[config.mk]
export PLATFORM = sky130hd
export DESIGN_NAME = id_ex_pipe_flat
export DESIGN_NICKNAME = d
export VERILOG_FILES = /design/src/rtl/id_ex_pipe_if.sv /design/src/rtl/id_ex_pipe.sv /design/src/flat_wrapper.sv
export SDC_FILE = /design/constraint.sdc
export NUM_CORES = 1
export LEC_CHECK = 0
export ABC_AREA = 1
export BUFFER_PORTS_ARGS = -buffer_cell sky130_fd_sc_hd__buf_4
export CAP_MARGIN = 20
export CORE_UTILIZATION = 45
export DETAILED_ROUTE_END_ITERATION = 16
export PLACE_DENSITY_LB_ADDON = 0.08
export SYNTH_ARGS = -nofsm -noshare
export SYNTH_HDL_FRONTEND = slang
export SYNTH_SLANG_ARGS = --single-unit
[constraint.sdc]
create_clock -name clk -period 2.2 [get_ports clk]
set_clock_uncertainty 0.2 [all_clocks]
set_input_delay 0 -clock clk [delete_from_list [all_inputs] [get_ports clk]]
set_output_delay 0 -clock clk [all_outputs]
set_load 0.05 [all_outputs]
[src/rtl/id_ex_pipe_if.sv]
// id_ex_pipe_if: decode-to-execute bundle for the ID/EX pipeline register
// Signals: stall/flush from the hazard unit, id_* decoded fields, exm_*/mwb_*
// forwarding sources, ex_* operands/control to the ALU, load_use hazard flag.
// master drives decode/forwarding/hazard inputs; slave is the pipeline register.
interface id_ex_pipe_if #(parameter int DW = 16, parameter int RW = 3);
   logic          stall, flush;
   logic          id_valid;
   logic [DW-1:0] id_a, id_b, id_imm;
   logic          id_use_imm, id_cin;
   logic [3:0]    id_aluop;
   logic [RW-1:0] id_rs, id_rt, id_rd;
   logic          id_rt_used, id_regwrite, id_memread, id_memwrite;
   logic          exm_regwrite;
   logic [RW-1:0] exm_rd;
   logic [DW-1:0] exm_data;
   logic          mwb_regwrite;
   logic [RW-1:0] mwb_rd;
   logic [DW-1:0] mwb_data;
   logic          ex_valid;
   logic [DW-1:0] ex_A, ex_B, ex_store_data;
   logic          ex_Cin;
   logic [3:0]    ex_ALUop;
   logic [RW-1:0] ex_rd;
   logic          ex_regwrite, ex_memread, ex_memwrite;
   logic          load_use;
   modport master (
      output stall, flush, id_valid, id_a, id_b, id_imm, id_use_imm, id_cin, id_aluop,
             id_rs, id_rt, id_rd, id_rt_used, id_regwrite, id_memread, id_memwrite,
             exm_regwrite, exm_rd, exm_data, mwb_regwrite, mwb_rd, mwb_data,
      input  ex_valid, ex_A, ex_B, ex_Cin, ex_ALUop, ex_store_data, ex_rd,
             ex_regwrite, ex_memread, ex_memwrite, load_use
   );
   modport slave (
      input  stall, flush, id_valid, id_a, id_b, id_imm, id_use_imm, id_cin, id_aluop,
             id_rs, id_rt, id_rd, id_rt_used, id_regwrite, id_memread, id_memwrite,
             exm_regwrite, exm_rd, exm_data, mwb_regwrite, mwb_rd, mwb_data,
      output ex_valid, ex_A, ex_B, ex_Cin, ex_ALUop, ex_store_data, ex_rd,
             ex_regwrite, ex_memread, ex_memwrite, load_use
   );
endinterface

[src/rtl/id_ex_pipe.sv]
// id_ex_pipe: ID/EX pipeline register with operand forwarding and load-use detection
// Ports: clk, rst (sync, active-high); bus (id_ex_pipe_if.slave) carrying
// stall/flush, decoded id_* fields, exm_*/mwb_* forwarding sources, ex_* ALU
// operands/control and the combinational load_use flag.
// Macro ID_EX_FWD_EN: enables the forwarding muxes and the stall-time operand
// refresh; without it operands come straight from the registered a/b.
module id_ex_pipe #(parameter int DW = 16, parameter int RW = 3) (
   input logic         clk,
   input logic         rst,
   id_ex_pipe_if.slave bus
);
   logic          valid, use_imm, cin, rt_used, regwrite, memread, memwrite;
   logic [DW-1:0] a, b, imm, fwd_a, fwd_b;
   logic [3:0]    aluop;
   logic [RW-1:0] rs, rt, rd;
`ifdef ID_EX_FWD_EN
   assign fwd_a = (bus.exm_regwrite && bus.exm_rd == rs) ? bus.exm_data :
                  (bus.mwb_regwrite && bus.mwb_rd == rs) ? bus.mwb_data : a;
   assign fwd_b = (bus.exm_regwrite && bus.exm_rd == rt) ? bus.exm_data :
                  (bus.mwb_regwrite && bus.mwb_rd == rt) ? bus.mwb_data : b;
`else
   assign fwd_a = a;
   assign fwd_b = b;
`endif
   always_ff @(posedge clk) begin
      if (rst || bus.flush) begin
         valid    <= 1'b0;
         a        <= '0;
         b        <= '0;
         imm      <= '0;
         use_imm  <= 1'b0;
         cin      <= 1'b0;
         aluop    <= '0;
         rs       <= '0;
         rt       <= '0;
         rd       <= '0;
         rt_used  <= 1'b0;
         regwrite <= 1'b0;
         memread  <= 1'b0;
         memwrite <= 1'b0;
      end else if (bus.stall) begin
         // capture producers that retire while held so their value survives
         a <= fwd_a;
         b <= fwd_b;
      end else begin
         valid    <= bus.id_valid;
         a        <= bus.id_a;
         b        <= bus.id_b;
         imm      <= bus.id_imm;
         use_imm  <= bus.id_use_imm;
         cin      <= bus.id_cin;
         aluop    <= bus.id_aluop;
         rs       <= bus.id_rs;
         rt       <= bus.id_rt;
         rd       <= bus.id_rd;
         rt_used  <= bus.id_rt_used;
         regwrite <= bus.id_regwrite;
         memread  <= bus.id_memread;
         memwrite <= bus.id_memwrite;
      end
   end
   assign bus.ex_valid      = valid;
   assign bus.ex_A          = fwd_a;
   assign bus.ex_B          = use_imm ? imm : fwd_b;
   assign bus.ex_Cin        = cin;
   assign bus.ex_ALUop      = aluop;
   assign bus.ex_store_data = fwd_b;
   assign bus.ex_rd         = rd;
   assign bus.ex_regwrite   = regwrite & valid;
   assign bus.ex_memread    = memread & valid;
   assign bus.ex_memwrite   = memwrite & valid;
   assign bus.load_use      = valid & memread & regwrite & bus.id_valid &
                              ((bus.id_rs == rd) | (bus.id_rt_used & (bus.id_rt == rd)));
endmodule
[src/flat_wrapper.sv]
// flat-port wrapper written by rule: the top's interface ports become plain ports
module id_ex_pipe_flat 
#(parameter int DW = 16, parameter int RW = 3)
  (clk, rst, bus_stall, bus_flush, bus_id_valid, bus_id_a, bus_id_b, bus_id_imm, bus_id_use_imm, bus_id_cin, bus_id_aluop, bus_id_rs, bus_id_rt, bus_id_rd, bus_id_rt_used, bus_id_regwrite, bus_id_memread, bus_id_memwrite, bus_exm_regwrite, bus_exm_rd, bus_exm_data, bus_mwb_regwrite, bus_mwb_rd, bus_mwb_data, bus_ex_valid, bus_ex_A, bus_ex_B, bus_ex_Cin, bus_ex_ALUop, bus_ex_store_data, bus_ex_rd, bus_ex_regwrite, bus_ex_memread, bus_ex_memwrite, bus_load_use);
  id_ex_pipe_if #(.DW(DW), .RW(RW)) bus_i ();
  input logic clk;
  input logic rst;
  input wire logic [$bits(bus_i.stall)-1:0] bus_stall;
  input wire logic [$bits(bus_i.flush)-1:0] bus_flush;
  input wire logic [$bits(bus_i.id_valid)-1:0] bus_id_valid;
  input wire logic [$bits(bus_i.id_a)-1:0] bus_id_a;
  input wire logic [$bits(bus_i.id_b)-1:0] bus_id_b;
  input wire logic [$bits(bus_i.id_imm)-1:0] bus_id_imm;
  input wire logic [$bits(bus_i.id_use_imm)-1:0] bus_id_use_imm;
  input wire logic [$bits(bus_i.id_cin)-1:0] bus_id_cin;
  input wire logic [$bits(bus_i.id_aluop)-1:0] bus_id_aluop;
  input wire logic [$bits(bus_i.id_rs)-1:0] bus_id_rs;
  input wire logic [$bits(bus_i.id_rt)-1:0] bus_id_rt;
  input wire logic [$bits(bus_i.id_rd)-1:0] bus_id_rd;
  input wire logic [$bits(bus_i.id_rt_used)-1:0] bus_id_rt_used;
  input wire logic [$bits(bus_i.id_regwrite)-1:0] bus_id_regwrite;
  input wire logic [$bits(bus_i.id_memread)-1:0] bus_id_memread;
  input wire logic [$bits(bus_i.id_memwrite)-1:0] bus_id_memwrite;
  input wire logic [$bits(bus_i.exm_regwrite)-1:0] bus_exm_regwrite;
  input wire logic [$bits(bus_i.exm_rd)-1:0] bus_exm_rd;
  input wire logic [$bits(bus_i.exm_data)-1:0] bus_exm_data;
  input wire logic [$bits(bus_i.mwb_regwrite)-1:0] bus_mwb_regwrite;
  input wire logic [$bits(bus_i.mwb_rd)-1:0] bus_mwb_rd;
  input wire logic [$bits(bus_i.mwb_data)-1:0] bus_mwb_data;
  output wire logic [$bits(bus_i.ex_valid)-1:0] bus_ex_valid;
  output wire logic [$bits(bus_i.ex_A)-1:0] bus_ex_A;
  output wire logic [$bits(bus_i.ex_B)-1:0] bus_ex_B;
  output wire logic [$bits(bus_i.ex_Cin)-1:0] bus_ex_Cin;
  output wire logic [$bits(bus_i.ex_ALUop)-1:0] bus_ex_ALUop;
  output wire logic [$bits(bus_i.ex_store_data)-1:0] bus_ex_store_data;
  output wire logic [$bits(bus_i.ex_rd)-1:0] bus_ex_rd;
  output wire logic [$bits(bus_i.ex_regwrite)-1:0] bus_ex_regwrite;
  output wire logic [$bits(bus_i.ex_memread)-1:0] bus_ex_memread;
  output wire logic [$bits(bus_i.ex_memwrite)-1:0] bus_ex_memwrite;
  output wire logic [$bits(bus_i.load_use)-1:0] bus_load_use;
  assign bus_i.stall = bus_stall;
  assign bus_i.flush = bus_flush;
  assign bus_i.id_valid = bus_id_valid;
  assign bus_i.id_a = bus_id_a;
  assign bus_i.id_b = bus_id_b;
  assign bus_i.id_imm = bus_id_imm;
  assign bus_i.id_use_imm = bus_id_use_imm;
  assign bus_i.id_cin = bus_id_cin;
  assign bus_i.id_aluop = bus_id_aluop;
  assign bus_i.id_rs = bus_id_rs;
  assign bus_i.id_rt = bus_id_rt;
  assign bus_i.id_rd = bus_id_rd;
  assign bus_i.id_rt_used = bus_id_rt_used;
  assign bus_i.id_regwrite = bus_id_regwrite;
  assign bus_i.id_memread = bus_id_memread;
  assign bus_i.id_memwrite = bus_id_memwrite;
  assign bus_i.exm_regwrite = bus_exm_regwrite;
  assign bus_i.exm_rd = bus_exm_rd;
  assign bus_i.exm_data = bus_exm_data;
  assign bus_i.mwb_regwrite = bus_mwb_regwrite;
  assign bus_i.mwb_rd = bus_mwb_rd;
  assign bus_i.mwb_data = bus_mwb_data;
  assign bus_ex_valid = bus_i.ex_valid;
  assign bus_ex_A = bus_i.ex_A;
  assign bus_ex_B = bus_i.ex_B;
  assign bus_ex_Cin = bus_i.ex_Cin;
  assign bus_ex_ALUop = bus_i.ex_ALUop;
  assign bus_ex_store_data = bus_i.ex_store_data;
  assign bus_ex_rd = bus_i.ex_rd;
  assign bus_ex_regwrite = bus_i.ex_regwrite;
  assign bus_ex_memread = bus_i.ex_memread;
  assign bus_ex_memwrite = bus_i.ex_memwrite;
  assign bus_load_use = bus_i.load_use;
  id_ex_pipe #(.DW(DW), .RW(RW)) u_core (.clk(clk), .rst(rst), .bus(bus_i));
endmodule
======== Word-level counts from Yosys, hierarchy flattened ========
Cells that the tools add are included.
operators by class
  mux-type cells .......................... 1
  order comparisons ....................... 0
  eq/ne operators ......................... 2
  add/sub/neg operators ................... 0
  shift operators ......................... 0
  multiply operators ...................... 0
  bitwise gates (word level) .............. 8
  divide/modulo/power cells ............... 0
  reduce and logical (&&, ||, !) cells .... 1
operators by type and width
  kind                count
  two-way mux 16 bit  1
  bitwise AND 1 bit   7
  == test 3 bit       2
  logical OR 1 bit    1
  OR 1 bit            1
word-level totals
  bits of input ports ..................... 112
  register bits ........................... 61
  latch bits .............................. 0
  RAM bits ................................ 0
  memories ................................ 0
  ROM bits ................................ 0
  output and inout port bits .............. 61

======== Longest topological paths before layout ========
  depth after elaboration ................. 4
  gate-level depth with buffers ........... 6

======== Worst setup path after synthesis ========
OpenSTA, ideal clock, no wires.
  path type ............................... reg-to-output
  start point ............................. register u_core.valid, in the netlist u_core.bus.ex_valid
  end point ............................... output port bus_load_use
  setup slack ............................. -1 ps
  arrival time ............................ 2,001 ps
  path buffers ............................ 0
  cell stages (with the launch flop) ...... 5
  required time ........................... 2,000 ps
  cell sequence ........................... dfxtp_1 -> nand2_1 -> inv_1 -> nand3_1 -> a21oi_1
on the way
  word-level cells in the longest chain between the ends .. 4
ends and longest elaborated chain
  item                            line                RTL
  from (decl)                     id_ex_pipe.sv:12    logic valid, use_imm, cin, rt_used, regwrite, memread, memwrite;
  from (signal assigned)          id_ex_pipe.sv:46    valid <= bus.id_valid;
  bitwise AND 1 bit               -
  named net bus_ex_memread        flat_wrapper.sv:38  output wire logic [$bits(bus_i.ex_memread)-1:0] bus_ex_memread;
  bitwise AND 1 bit (3 in a row)  id_ex_pipe.sv:72    assign bus.load_use = valid & memread & regwrite & bus.id_valid &
  to (decl)                       flat_wrapper.sv:40  output wire logic [$bits(bus_i.load_use)-1:0] bus_load_use;
The timed path passes the listed nets, and every way through them passes these cells.

==> impl.org <==
** Setup path
- The worst register-to-register path begins at u_core.use_imm.
- STA classifies the critical path startpoint as a register.
- Across all register-to-register paths, the minimum setup slack is 0.54 ns.
- Data arrives at the worst endpoint at 1.73 ns.
- The critical path ends at u_core.use_imm.
- For the worst setup path, the data required time is 2.27 ns.
- Measured in cells, the most critical reg-to-reg path has a length of 4.
- Critical path fanouts, max :: 33
- Path type of the worst setup path :: register to register
- Category of the worst setup path capture point :: register
- The most critical setup path has its startpoint at u_core.use_imm.
- Crit Reg-Reg Endpoint :: u_core.use_imm

** Clock tree
- H-tree lvl count :: 3
- The tree is rooted in a sky130_fd_sc_hd__clkbuf_8.
- In this run the deepest clock path goes through 2 buffers.
- Cts repair resizes :: 0
- CTS clock-pin slew for the worst setup and hold paths :: 0.06 ns
- Setup Buffers After CTS :: 0
- Clock latency at the later pin of the worst-skew pair :: 0.33 ns
- Clock tree synthesis found a total of 61 sinks.
- Number of CTS-inserted buffers :: 9
- TritonCTS clock tree :: done

** Routing
- The count of nets left with antenna violations once routing finished came out at 0.
- DR vias/cell :: 4.82
- The final layout contains routed wiring with a total length of 8280 um.
- Routed via count :: 3,031
- DR WL/cell :: 13.2 um
- For this run, design rule violations remaining after detail routing come to 0.
- Initial DRC count :: 120
- The first detailed-routing pass took 4 iterations.

** Power
- Switch share :: 0.271
- Sequential cell fraction of total power :: 0.402
- In this run the power spent charging and discharging nets is 788 uW.
- Power spread over the standard cell area amounts to 622 mW/mm^2.
- Clock share of power :: 0.393
- VDD sags by at most 473 uV.
- Cell internal power was estimated by the tool at 2.11 mW.
- Static Leak :: 2.17 nW
- Total power :: 2.90 mW
- Of the total power, combinational logic draws 0.205.

** Yosys
- Count of state elements after synthesis :: 61
- Of the synthesized area, sequential elements account for 0.474.
- Fraction of synthesized cell area taken by the top area cell type :: 0.474
- Netlist area before placement :: 0.00258 sq mm
- Yosys attributes the largest share of cell area to sky130_fd_sc_hd__dfxtp_1 (47%), sky130_fd_sc_hd__nand2_1 (18%), sky130_fd_sc_hd__a211oi_2 (8.7%).
- Synthesis produced a netlist with a net count of 449.
- For this run, the number of Yosys warnings is 0.
- Distinct cell type count of the synthesized netlist :: 16
- Counting every instance in the synthesized netlist gives 337.
- Area leader, netlist :: sky130_fd_sc_hd__dfxtp_1
- Mapped Avg Cell Area :: 7.65 sq um

** Placed design
- Placed inst area :: 0.00356 sq mm
- Before CTS, the worst setup slack after placement is 0.851 ns.
- Buffers placed on the I/O ports in this run total 132.
- RePlAce Congestion :: 0.742
- Placed Cells incl. Taps :: 525
- Total half-perimeter wirelength after legalization and detailed placement :: 4480 um

** Final layout
- Once layout is complete, the cells apart from fillers number 629.
- From synthesis to final layout, the design area changed by 81.1%.
- The filler cells instantiated in the layout total 331.
- Fraction of layout cells with a size suffix above 1 :: 0.312
- The net count of the finished layout is 664.
- Count of inserted antenna diode cells :: 0
- The finished cells cover 0.00467 sq mm.

** Global routing
- The first global-routing pass estimated 13,100 um of wire.
- Via count of the first global-routing pass :: 2,958
- The total overflow left after global routing is 0.
- Pin count of the biggest net entering global routing :: 44
- Global-route total usage across every layer :: 0.282
- Antenna violations before repair :: 0

** Die
- 173 I/O pins were placed.
- The initial utilization of the core area, before any placement, comes to 0.468.
- Measured along the y axis, the die boundary spans 77.7 um.
- The die is 77.7 um wide.
- Area of the die :: 0.00603 sq mm
- After floorplanning, the core was divided into 27 placement rows.
- Placeable core area :: 0.00551 sq mm

** STA
- Unrepaired setup endpoints after global routing :: no
- Least setup slack across all paths after layout :: 0.540 ns
- For this run, the top clock speed supported by timing is 602 MHz.
- Setup violations remaining at the end of the flow were counted as 0.
- Worst Tran Pin Value :: 0.481 ns
- The max-slew violation total from the final report was 0.
- Final Hold Vio Count :: 0
- Headroom to the max-slew limit came out at 0.680.
- The worst path needs 1.66 ns of the cycle, external delays included.
- For the final routed database, the setup TNS stands at 0 ns.
- Final worst path period share :: 0.755

** Run
- Max-capacitance violation count :: 0

** Status
- Result of the run :: finished clean

** Min path
- In this run the worst hold path is classified as input pin to register.
cells in the final DEF (no fill, tap or decap), drive strengths merged:
master,Yosys,layout
nand2,121,121
clkinv,1,3
clkbuf,4,12
inv,28,28
buf,19,139
bufinv,0,2
dfxtp,61,61
nand3,2,2
or2,1,1
dlygate4sd3,0,88
nor2,22,22
o21ai,16,16
a21oi,43,43
a211oi,19,19
cell families after synthesis:
| group | after synthesis | synth area share |
|---|---|---|
| buffers and inverters | 52 | 0.107 |
| DFF | 61 | 0.474 |
| and+or+nand+nor | 146 | 0.215 |
| AOI/OAI and AO/OA | 78 | 0.205 |
how the worst min path moves through the flow:
stage                                from  slack, ns  cells after the start                           end
after CTS                       bus_stall    0.00006                      2   u_core.bus.ex_store_data[6]
after global routing            bus_stall       0.04                      2   u_core.bus.ex_store_data[6]
final                           bus_stall       0.01                      2  u_core.bus.ex_store_data[12]
after detailed placement     bus_id_a[14]       0.06                      3           u_core.bus.ex_A[14]
after global placement       bus_id_a[14]       0.05                      3           u_core.bus.ex_A[14]
after floorplan           bus_id_aluop[0]      -0.06                      2        u_core.bus.ex_ALUop[0]
per-layer routing:
| layer | GRT usage | wire length (um) | vias to the layer above |
|---|---|---|---|
| met5 | 0 | 0 | - |
| met4 | 0.134 | 218 | 0 |
| met1 | 0.303 | 3200 | 1406 |
| li1 | - | - | 1499 |
| met3 | 0.0635 | 461 | 19 |
| met2 | 0.517 | 4410 | 107 |
cell usage after synthesis, drive strengths merged:
cell / n
a211oi: 19
a21oi: 43
buf: 19
clkbuf: 4
clkinv: 1
dfxtp: 61
inv: 28
nand2: 121
nand3: 2
nor2: 22
o21ai: 16
or2: 1
repair_timing:
action / CTS / global route
hold buffers: 88 / 0
hold endpoints to repair: 61 / 0
endpoints found under the setup margin: 0 / 0
through the flow:
stage                      util  hold WS [ns]
after floorplan               -       -0.0589
after global placement    0.647        0.0509
after detailed placement  0.647        0.0594
after CTS                 0.848     0.0000571
after global routing      0.848        0.0416
final                     0.848        0.0105
power by group through the flow:
stage / logic, mW / clock network (mW) / registers (mW)
floorplan: 0.200 / 0 / 1.28
global placement: 0.469 / 0 / 1.19
detailed placement: 0.475 / 0 / 1.19
CTS: 0.585 / 1.14 / 1.17
global route: 0.633 / 1.21 / 1.17
finish: 0.595 / 1.14 / 1.17
layout make-up:
type	instances	area, sq um	share of cell area
timing repair buffer	227	1940	0.415
sequential	61	1220	0.262
multi-input combinational	224	1080	0.232
clock buffer	12	155	0.0332
inverter	29	109	0.0233
tap	72	90.1	0.0193
clock inverter	4	70.1	0.0150
critical path, stage by stage, from the launching register on:
cell	delay [ns]
sky130_fd_sc_hd__dfxtp_1	0.31
sky130_fd_sc_hd__buf_4	0.29
sky130_fd_sc_hd__nand2_1	0.09
sky130_fd_sc_hd__a21oi_1	0.15
sky130_fd_sc_hd__dlygate4sd3_1	0.57
registers in the layout, summed over array words and instances (netlist names):
register,flops
u_core.bus.ex_A,16
u_core.bus.ex_ALUop,4
u_core.bus.ex_Cin,1
u_core.bus.ex_rd,3
u_core.bus.ex_store_data,16
u_core.bus.ex_valid,1
u_core.imm,16
u_core.memread,1
u_core.memwrite,1
u_core.regwrite,1
u_core.use_imm,1
No activity file was read; power rests on OpenSTA's default activity.
